[src/rtl/regbank_write_arbiter.sv]
// Write-port arbiter for the register bank: grants the single C port to ALU, load or debug,
// filters illegal selectors, and tracks pending loads to stall dependent operand reads.
module regbank_write_arbiter #(
   parameter int DATA_W = 16,
   parameter int SEL_W  = 6,
   parameter int NREG   = 35
) (
   input  logic              clk,
   input  logic              reset,
   input  logic              alu_we,
   input  logic [SEL_W-1:0]  alu_sel,
   input  logic [DATA_W-1:0] alu_data,
   input  logic              ld_valid,
   input  logic [SEL_W-1:0]  ld_sel,
   input  logic [DATA_W-1:0] ld_data,
   output logic              ld_ready,
   input  logic              dbg_valid,
   input  logic [SEL_W-1:0]  dbg_sel,
   input  logic [DATA_W-1:0] dbg_data,
   output logic              dbg_ready,
   input  logic              ld_issue,
   input  logic [SEL_W-1:0]  ld_issue_sel,
   input  logic [4:0]        rd_sel_a,
   input  logic [SEL_W-1:0]  rd_sel_b,
   output logic              stall,
   output logic              wr_en,
   output logic [SEL_W-1:0]  Sel_C,
   output logic [DATA_W-1:0] Data_C,
   output logic              illegal_wr,
   output logic [7:0]        err_cnt
);

   // state     | meaning
   // LAST_LD   | load port won the most recent ld/dbg grant; debug wins the next tie
   // LAST_DBG  | debug port won the most recent grant (reset); load wins the next tie
   typedef enum logic {LAST_LD = 1'b0, LAST_DBG = 1'b1} last_t;

   localparam logic [SEL_W-1:0] NREG_SEL = SEL_W'(NREG);

   last_t             last_grant, last_grant_nxt;
   logic              grant_ld, grant_dbg;
   logic              wr_req, wr_legal;
   logic [SEL_W-1:0]  wr_sel;
   logic [DATA_W-1:0] wr_data;
   logic [NREG-1:0]   pending, pending_nxt;
   logic              clr_v;
   logic [SEL_W-1:0]  clr_sel;
   logic [SEL_W-1:0]  rd_a_ext;
   logic              pend_a, pend_b;

   function automatic logic sel_legal(input logic [SEL_W-1:0] s);
      return (s <= SEL_W'(27)) || (s == SEL_W'(30)) || (s == SEL_W'(31)) || (s == SEL_W'(34));
   endfunction

   always_ff @(posedge clk) begin
      if (reset) last_grant <= LAST_DBG;
      else       last_grant <= last_grant_nxt;
   end

   always_comb begin
      grant_ld       = 1'b0;
      grant_dbg      = 1'b0;
      last_grant_nxt = last_grant;
      if (ld_valid && dbg_valid) begin
         grant_ld  = (last_grant == LAST_DBG);
         grant_dbg = ~grant_ld;
      end else begin
         grant_ld  = ld_valid;
         grant_dbg = dbg_valid;
      end
      ld_ready  = ~reset & ~alu_we & grant_ld;
      dbg_ready = ~reset & ~alu_we & grant_dbg;
      if (ld_ready)       last_grant_nxt = LAST_LD;
      else if (dbg_ready) last_grant_nxt = LAST_DBG;
   end

   always_comb begin
      wr_req  = 1'b0;
      wr_sel  = '0;
      wr_data = '0;
      if (alu_we) begin
         wr_req  = 1'b1;
         wr_sel  = alu_sel;
         wr_data = alu_data;
      end else if (ld_ready) begin
         wr_req  = 1'b1;
         wr_sel  = ld_sel;
         wr_data = ld_data;
      end else if (dbg_ready) begin
         wr_req  = 1'b1;
         wr_sel  = dbg_sel;
         wr_data = dbg_data;
      end
      wr_legal = sel_legal(wr_sel);
   end

   // Clear lands one edge after Data_C is driven; a same-cycle issue re-sets the bit.
   always_comb begin
      pending_nxt = pending;
      if (clr_v && (clr_sel < NREG_SEL))
         pending_nxt[clr_sel] = 1'b0;
      if (ld_issue && (ld_issue_sel < NREG_SEL))
         pending_nxt[ld_issue_sel] = 1'b1;
   end

   always_ff @(posedge clk) begin
      if (reset) begin
         wr_en      <= 1'b0;
         Sel_C      <= '0;
         Data_C     <= '0;
         illegal_wr <= 1'b0;
         err_cnt    <= '0;
         pending    <= '0;
         clr_v      <= 1'b0;
         clr_sel    <= '0;
      end else begin
         wr_en      <= wr_req & wr_legal;
         illegal_wr <= wr_req & ~wr_legal;
         if (wr_req && wr_legal) begin
            Sel_C  <= wr_sel;
            Data_C <= wr_data;
         end
         if (wr_req && !wr_legal && (err_cnt != 8'hFF))
            err_cnt <= err_cnt + 8'd1;
         clr_v   <= ld_ready;
         clr_sel <= ld_sel;
         pending <= pending_nxt;
      end
   end

   assign rd_a_ext = SEL_W'(rd_sel_a);
   assign pend_a   = (rd_a_ext < NREG_SEL) ? pending[rd_a_ext] : 1'b0;
   assign pend_b   = (rd_sel_b < NREG_SEL) ? pending[rd_sel_b] : 1'b0;
   assign stall    = pend_a | pend_b;

endmodule

[config.mk]
export PLATFORM = sky130hd
export DESIGN_NAME = regbank_write_arbiter
export DESIGN_NICKNAME = d
export VERILOG_FILES = /design/src/rtl/regbank_write_arbiter.sv
export SDC_FILE = /design/constraint.sdc
export NUM_CORES = 1
export LEC_CHECK = 0
export CAP_MARGIN = 0
export CORE_AREA = 3 3 115 117
export CTS_BUF_LIST = sky130_fd_sc_hd__clkbuf_4 sky130_fd_sc_hd__clkbuf_8
export CTS_CLUSTER_DIAMETER = 120
export DETAILED_ROUTE_END_ITERATION = 10
export DIE_AREA = 0 0 118 120
export PLACE_DENSITY = 0.62
export SETUP_SLACK_MARGIN = 0.4
export SLEW_MARGIN = 20
export SYNTH_ARGS = -nofsm -noshare
export SYNTH_HDL_FRONTEND = slang
export SYNTH_SLANG_ARGS = --single-unit
export TNS_END_PERCENT = 20
[constraint.sdc]
create_clock -name clk -period 8.3 [get_ports clk]
set_clock_uncertainty 0.05 [all_clocks]
set_input_delay 1.66 -clock clk [delete_from_list [all_inputs] [get_ports clk]]
set_output_delay 1.66 -clock clk [all_outputs]
set_load 0.01 [all_outputs]
## Word level (Yosys, flattened, before mapping)

Index checks and enable logic that the tools add are counted.

- Reduce and logical (&&, ||, !) cells: 13
- Order comparisons: 11
- Equal/unequal tests: 4
- Bitwise operators: 13
- Add/sub/neg operators: 1
- Muxes and demuxes: 25

Operators with widths:

| kind | count |
|---|---|
| 2-to-1 mux 35 bit | 2 |
| 2-to-1 mux 16 bit | 3 |
| AND 35 bit | 1 |
| inverter 35 bit | 1 |
| OR 35 bit | 1 |
| < comparator 6 x 7 -> 1 bit (second input constant) | 3 |
| < comparator 6 bit (second input constant) | 3 |
| 2-to-1 mux 6 bit | 3 |
| 2-to-1 mux 1 bit | 13 |
| demux 1 bit (select 6 bit) | 2 |
| equality test 6 x 5 -> 1 bit (second input constant) | 2 |
| >= comparator 6 x 1 -> 1 bit (second input constant) | 2 |
| adder 8 x 1 -> 8 bit (second input constant) | 1 |
| logical AND 1 bit | 8 |
| inequality test 8 bit (second input constant) | 1 |
| < comparator 5 x 7 -> 1 bit (second input constant) | 1 |
| binary-select mux 1 bit (select 6 bit) | 1 |
| equality test 6 bit (second input constant) | 1 |
| <= comparator 6 x 5 -> 1 bit (second input constant) | 1 |
| < comparator 5 x 6 -> 1 bit (second input constant) | 1 |
| AND 1 bit | 5 |
| binary-select mux 1 bit (select 5 bit) | 1 |
| inverter 1 bit | 4 |
| logical OR 1 bit | 3 |
| other kinds (3) | 3 |

- Register bits after elaboration: 75
- Output and inout bits: 35
- Word-level logic and storage cells: 76

## Depth between registers and ports, before layout

Gate-level depths: netlist of the first run.

- Word-level depth: 13
- Depth in mapped cells: 10
- Depth with buffers taken out: 7

## Least setup slack after synthesis of the first run

No wires, ideal clock.

- Path type: input -> output
- Start: input port rd_sel_a[0]
- End: output port stall
- Data required time: 6,590 ps
- Path slack: 3,025 ps
- Arrival: 3,565 ps
- Cell stages on the path: 6
- Cell sequence: clkbuf_1 -> mux4_2 -> mux4_2 -> mux2_2 -> a21oi_1 -> o21ai_0

- Cells in the longest elaborated chain, start to end: 4
- Elaborated cells on any way between the ends: 5

Ends and longest elaborated chain:

| what | RTL line | text |
|---|---|---|
| from (decl) | 23 | `input logic [4:0] rd_sel_a,` |
| binary-select mux 1 bit (select 5 bit) | 132 | `assign pend_a = (rd_a_ext < NREG_SEL) ? pending[rd_a_ext] : 1'b0;` |
| 2-to-1 mux 1 bit (implied by the code) | 132 |  |
| 2-to-1 mux 1 bit (*) | 132 |  |
| OR 1 bit (*) | 134 | `assign stall = pend_a \| pend_b;` |
| to (decl) | 25 | `output logic stall,` |

Every way passes the cells marked *; elsewhere a longest branch is shown, timed or not. The select of a mux whose other input is x is not followed.

## Worst setup path after layout of the first run

Ends and elaborated chain as after synthesis.

==> out/summary.txt, run 1 <==
status - finished, final reports clean
Total Routing Usage GR - 17.5%
post-CTS setup repair buffer count - 0
TNS Setup - 0 ps
Die Area - 14200 um^2
Vert. Die Dim - 120 um
final worst path period share - 74.2%
Seq/Total Area, Yosys - 39.5%
largest net degree at the start of global routing - 79
# setup viols final - 0
Final GP Congestion - 1.02
WS Path Type - in -> out
Syn. warnings - 0
post-synthesis xor/xnor area fraction - 0.461%
# diodes - 0
first-pass GRT wire length - 19.7 mm
initial antenna violation count - 0
RR Endpoint - Sel_C[3]
Worst-Margin Slew - 885 ps
# rows - 41
slew margin rel. - 41.0%
Worst Path Arrival - 4450 ps
WL/cell - 17.8 um
number of global-route vias before repair - 3824
clock latency on the worst-skew pair - 360 ps
required time of the worst setup path - 6590 ps
min Tclk post-route - 6160 ps
final WL - 12.4 mm
cts hold-fix bufs - 0
clock tree sinks - 75
maxcap violations - 0
maximum vdd drop - 0.0784 mV
Hold Path End - pending[32]
commonest non-fill, non-tap cell in the layout - clkdlybuf4s50_1
flop2flop setup slack - 4930 ps
largest family of logic cells by synthesized area - compound AO/OA/AOI/OAI gates
Synth cell types - 45
Mapped Nets - 500
Post-Syn Instances - 410
Hold Slack - 436 ps
H-tree levels - 3
Synth area leader - dfxtp_1
hold path depth - 2
Worst Hold Launch - pending[32]
power per cell area - 161 nW/um^2
Post-DP HPWL - 9.34 mm
Die Wd - 118 um
drt drc - 0
leading cell types in the layout, fill and taps excluded - clkdlybuf4s50_1 (122), dfxtp_1 (75), nand2_1 (46), o21ai_0 (42), a21oi_1 (41)
Starting DRT DRC Count - 333
Vias/cell - 5.49
PortBufs - 123
Synth top area share - 39.5%
CTS Buf Count - 9
drt pass-1 iters - 7
Crit. End Element - primary output
reg-to-reg critical path startpoint - last_grant
NumNets Final - 613
Fin. Hold Viols - 0
synthesis-stage register bit count - 75
area grow syn2layout - 42.5%
async set-or-reset flop fraction in the synthesized netlist - 0%
syn_area_per_cell - 9.27 um^2
TritonCTS clock tree - built
depth of the most critical reg-to-reg path - 8
post_cts resized - 0
Top Ports - 124
Synth Area in Compound Gates - 24.4%
clk root buf - clkbuf_8
min-delay worst type - reg -> reg
mux share of post-synthesis cell area - 12.9%
core area - 12500 um^2
CP startpoint kind - input pin
initial core utilization - 30.5%
simple-gate share of the synthesized area - 18.7%
CTS Buffer Depth - 2
Final ANT Viol Nets - 0
Post-synth top flop - dfxtp_1
adder-cell share of the synthesized area - 0.329%
via count - 3842
Worst Path Max Fanout - 8
clock transition at the registers of the reported paths - 70 ps
share of cells above drive strength 1 - 12.3%
synthesized area - 3800 um^2
Fmax achieved - 0.162 GHz
unrepaired setup endpoints after global routing - no
total power - 0.874 mW
leakage - 1.79 nW
top cells by area, synth - dfxtp_1 (39%), mux4_2 (12%), o21ai_0 (5.5%), a21oi_1 (5.4%), a222oi_1 (5.3%)
max-slew violations - 0
total congestion overflow - 0
Post-synth EDFFs - 0
-- where the power goes --
group          leakage (nW)  switching, mW  internal [mW]
Combinational          1.07         0.0770         0.0915
Clock                 0.108          0.141          0.177
Sequential            0.612         0.0112          0.376
-- layer usage --
metal	track usage [%]	share of wire, %	routed length [um]
met5	0	0	0
met4	6.81	2.4	299
met3	6.69	9.9	1230
met2	29.3	48	6020
met1	20.3	39	4890
-- registers in the layout (all words and copies together) (netlist names) --
| name | flops |
|---|---|
| last_grant | 1 |
| clr_v | 1 |
| Sel_C | 6 |
| clr_sel | 6 |
| wr_en | 1 |
| Data_C | 16 |
| illegal_wr | 1 |
| err_cnt | 8 |
| pending | 35 |
-- through the flow --
| step | setup WS, ps | util (%) | std cells | cell area [um^2] |
|---|---|---|---|---|
| floorplan | 3030 | - | 410 | 3800 |
| global placement | 2180 | 41.4 | 683 | 5160 |
| detailed placement | 2120 | 41.4 | 683 | 5170 |
| CTS | 2110 | 43.3 | 699 | 5390 |
| global route | 1990 | 43.5 | 700 | 5420 |
| finish | 2140 | 43.5 | 700 | 5420 |
-- logic make-up (layout without fill, tap and decap cells) --
logic type / count (synthesis) / in the layout
DFF: 75 / 75
buffers and inverters: 30 / 148
muxes: 24 / 24
and+or+nand+nor: 144 / 144
AOI/OAI and AO/OA: 134 / 134
adders and majority gates: 1 / 1
xor gates and xnor gates: 2 / 2
-- critical path, stage by stage --
cell and delay, ps:
clkdlybuf4s50_1 780, mux4_2 580, mux4_2 480, mux2_2 280, a21oi_1 110, o21ai_0 90, clkdlybuf4s50_1 480
-- synth_stat cells, drive strengths merged (2+ instances only) --
| master | n |
|---|---|
| buf | 12 |
| nor2 | 38 |
| o21ai | 42 |
| nand3b | 5 |
| nand4 | 4 |
| nor3 | 10 |
| nor4b | 2 |
| xor2 | 2 |
| a211o | 2 |
| mux4 | 20 |
| nand3 | 12 |
| nor3b | 4 |
| nand2 | 46 |
| a222oi | 20 |
| nor2b | 6 |
| a21oi | 42 |
| and3 | 3 |
| or2 | 2 |
| inv | 4 |
| clkbuf | 14 |
| and2 | 2 |
| mux2i | 3 |
| or3 | 6 |
| a211oi | 22 |
| dfxtp | 75 |
-- final cells by class --
class	count	area, um^2
fill	1222	7050
tap	172	215
inverter	4	15.0
clock buffer	10	138
sequential	75	1500
timing repair buffer	128	1280
clock inverter	6	88.8
multi-input combinational	305	2180
-- worst max path at each step --
stage	startpoint	to	slack, ps	depth (start not counted)
2_1_floorplan	rd_sel_a[0]	stall	3030	6
3_3_place_gp	rd_sel_a[0]	stall	2180	7
3_5_place_dp	rd_sel_a[0]	stall	2120	7
4_1_cts	rd_sel_a[0]	stall	2110	7
5_1_grt	rd_sel_a[0]	stall	1990	7
6_report	rd_sel_a[0]	stall	2140	7
No activity file was read; power rests on OpenSTA's default activity.
==> inputs of run 2 (changes only) <==
--- a/config.mk
+++ b/config.mk
@@ -11,7 +11,7 @@
 export CTS_CLUSTER_DIAMETER = 120
 export DETAILED_ROUTE_END_ITERATION = 10
 export DIE_AREA = 0 0 118 120
-export PLACE_DENSITY = 0.62
+export PLACE_DENSITY = 0.64
 export SETUP_SLACK_MARGIN = 0.4
 export SLEW_MARGIN = 20
 export SYNTH_ARGS = -nofsm -noshare
==> constraint.sdc (replaced) <==
create_clock -name clk -period 4.9 [get_ports clk]
set_clock_uncertainty 0.05 [all_clocks]
set_input_delay 0.98 -clock clk [delete_from_list [all_inputs] [get_ports clk]]
set_output_delay 0.98 -clock clk [all_outputs]
set_load 0.01 [all_outputs]
==> run 2 against run 1 <==
- utilization grew 0.21 points
- critical path type unchanged
- sequential share of layout area shrank 0.13 points
- clock power grew 68%
- setup slack lost 1600 ps
- combinational power grew 69%
- clock-buffer cell count is the same
- die area is the same
- final area grew 0.48%
==> out/summary.txt, run 2 (synthesis gave the netlist of run 1 again) <==
Worst Path Max Fanout - 8 (unchanged)
maximum vdd drop - 0.107 mV (+36%)
# setup viols final - 0 (unchanged)
clock transition at the registers of the reported paths - 70 ps (about the same)
clock latency on the worst-skew pair - 350 ps (about the same)
commonest non-fill, non-tap cell in the layout - clkdlybuf4s50_1
# rows - 41 (unchanged)
CTS Buffer Depth - 2 (unchanged)
Die Wd - 118 um (unchanged)
H-tree levels - 3 (unchanged)
cts hold-fix bufs - 0 (unchanged)
Hold Slack - 452 ps (+15.7 ps)
Fmax achieved - 0.228 GHz
Post-DP HPWL - 9.66 mm (+3.3%)
max-slew violations - 0 (unchanged)
top flop regs - pending: 35 flops, Data_C: 16 flops, err_cnt: 8 flops
final worst path period share - 89.3%
Total Routing Usage GR - 17.7% (+0.18 points)
Top Ports - 124 (unchanged)
Starting DRT DRC Count - 308 (-7.5%)
TritonCTS clock tree - built
leakage - 1.82 nW (+1.7%)
slew margin rel. - 26.4% (-15 points)
Vert. Die Dim - 120 um (unchanged)
NumNets Final - 620 (+1.1%)
drt pass-1 iters - 7 (unchanged)
Final ANT Viol Nets - 0 (unchanged)
TNS Setup - 0 ps (unchanged)
CTS Buf Count - 9 (unchanged)
initial antenna violation count - 0 (unchanged)
PortBufs - 123 (unchanged)
first-pass GRT wire length - 19.8 mm (+0.60%)
Fin. Hold Viols - 0 (unchanged)
Top reg by flops - pending
# diodes - 0 (unchanged)
leading cell types in the layout, fill and taps excluded - clkdlybuf4s50_1 (121), dfxtp_1 (75), nand2_1 (46), o21ai_0 (42), a21oi_1 (41)
required time of the worst setup path - 3870 ps (-2720 ps)
maxcap violations - 0 (unchanged)
clock tree sinks - 75 (unchanged)
core area - 12500 um^2 (unchanged)
Die Area - 14200 um^2 (unchanged)
Area after DPL - 5220 um^2 (+0.99%)
Crit. End Element - primary output
area grow syn2layout - 43.2%
via count - 3811 (-0.81%)
CP startpoint kind - input pin
Final GP Congestion - 0.897 (-12%)
Core Util, Final - 43.7% (+0.21 points)
drt drc - 0 (unchanged)
total congestion overflow - 0 (unchanged)
min-delay worst type - reg -> reg
WS Path Type - in -> out
share of cells above drive strength 1 - 13.3% (+0.96 points)
fin area - 5450 um^2 (+0.48%)
clk root buf - clkbuf_8
final WL - 12.5 mm (+0.39%)
Worst-Margin Slew - 1100 ps (+216 ps)
initial core utilization - 30.5% (unchanged)
status - finished, final reports clean
unrepaired setup endpoints after global routing - no
WL/cell - 17.7 um (-0.61%)
min Tclk post-route - 4380 ps
Worst Path Arrival - 3350 ps (-1100 ps)
largest net degree at the start of global routing - 69 (-13%)
power per cell area - 271 nW/um^2 (+68%)
number of global-route vias before repair - 3817 (-0.18%)
max reg flops - 35 (unchanged)
Vias/cell - 5.39 (-1.8%)
## run 2: timing repair
action                                 in CTS  in global routing
resized for setup                           2                  0
setup endpoints to repair                   1                  0
endpoints found under the hold margin       0                  0
setup buffers                               0                  0
## run 2: stage by stage
step	setup slack, ps	total power [mW]	instances
detailed placement	294	0.956	691
CTS	503	1.49	707
finish	522	1.47	707
floorplan	985	0.800	410
global route	406	1.54	707
global placement	323	0.951	691
## run 2: per-layer routing
metal	vias up	track usage, %	share of wire [%]	routed length [um]
met1	1812	19.9	39	4870
li1	1807	-	-	-
met3	25	6.27	9.4	1180
met5	-	0	0	0
met4	0	8.13	2.3	284
met2	167	30.1	49	6170
## run 2: path summary, 6_finish.rpt
path | depth (start not counted) | slack [ps] | endpoint | startpoint
max | 8 | 520 | stall | rd_sel_a[0]
min | 2 | 450 | Data_C[11] | Data_C[11]
max reg2reg | 8 | 2110 | err_cnt[5] | last_grant
min reg2reg | 2 | 450 | Data_C[11] | Data_C[11]
## run 2: final cells by class
class                   instances  area, um^2
well taps                     172         215
fillers                      1201        7020
repair buffers                135        1320
inverters                       4        15.0
clock buffers                  10         131
multi-input cells             305        2170
flip-flops and latches         75        1500
clock inverters                 6        90.1
## run 2: critical path, cell delays in order
cell and delay (ps):
clkdlybuf4s50_1 480, buf_6 160, mux4_2 510, mux4_2 470, mux2_2 270, a21oi_1 110
o21ai_0 90, dlygate4sd2_1 280
## run 2: power by group
| part | switching [mW] | internal (mW) | total [mW] |
|---|---|---|---|
| sequential | 0.0188 | 0.636 | 0.655 |
| combinational | 0.130 | 0.156 | 0.286 |
| clock | 0.240 | 0.293 | 0.533 |
| total | 0.389 | 1.09 | 1.47 |
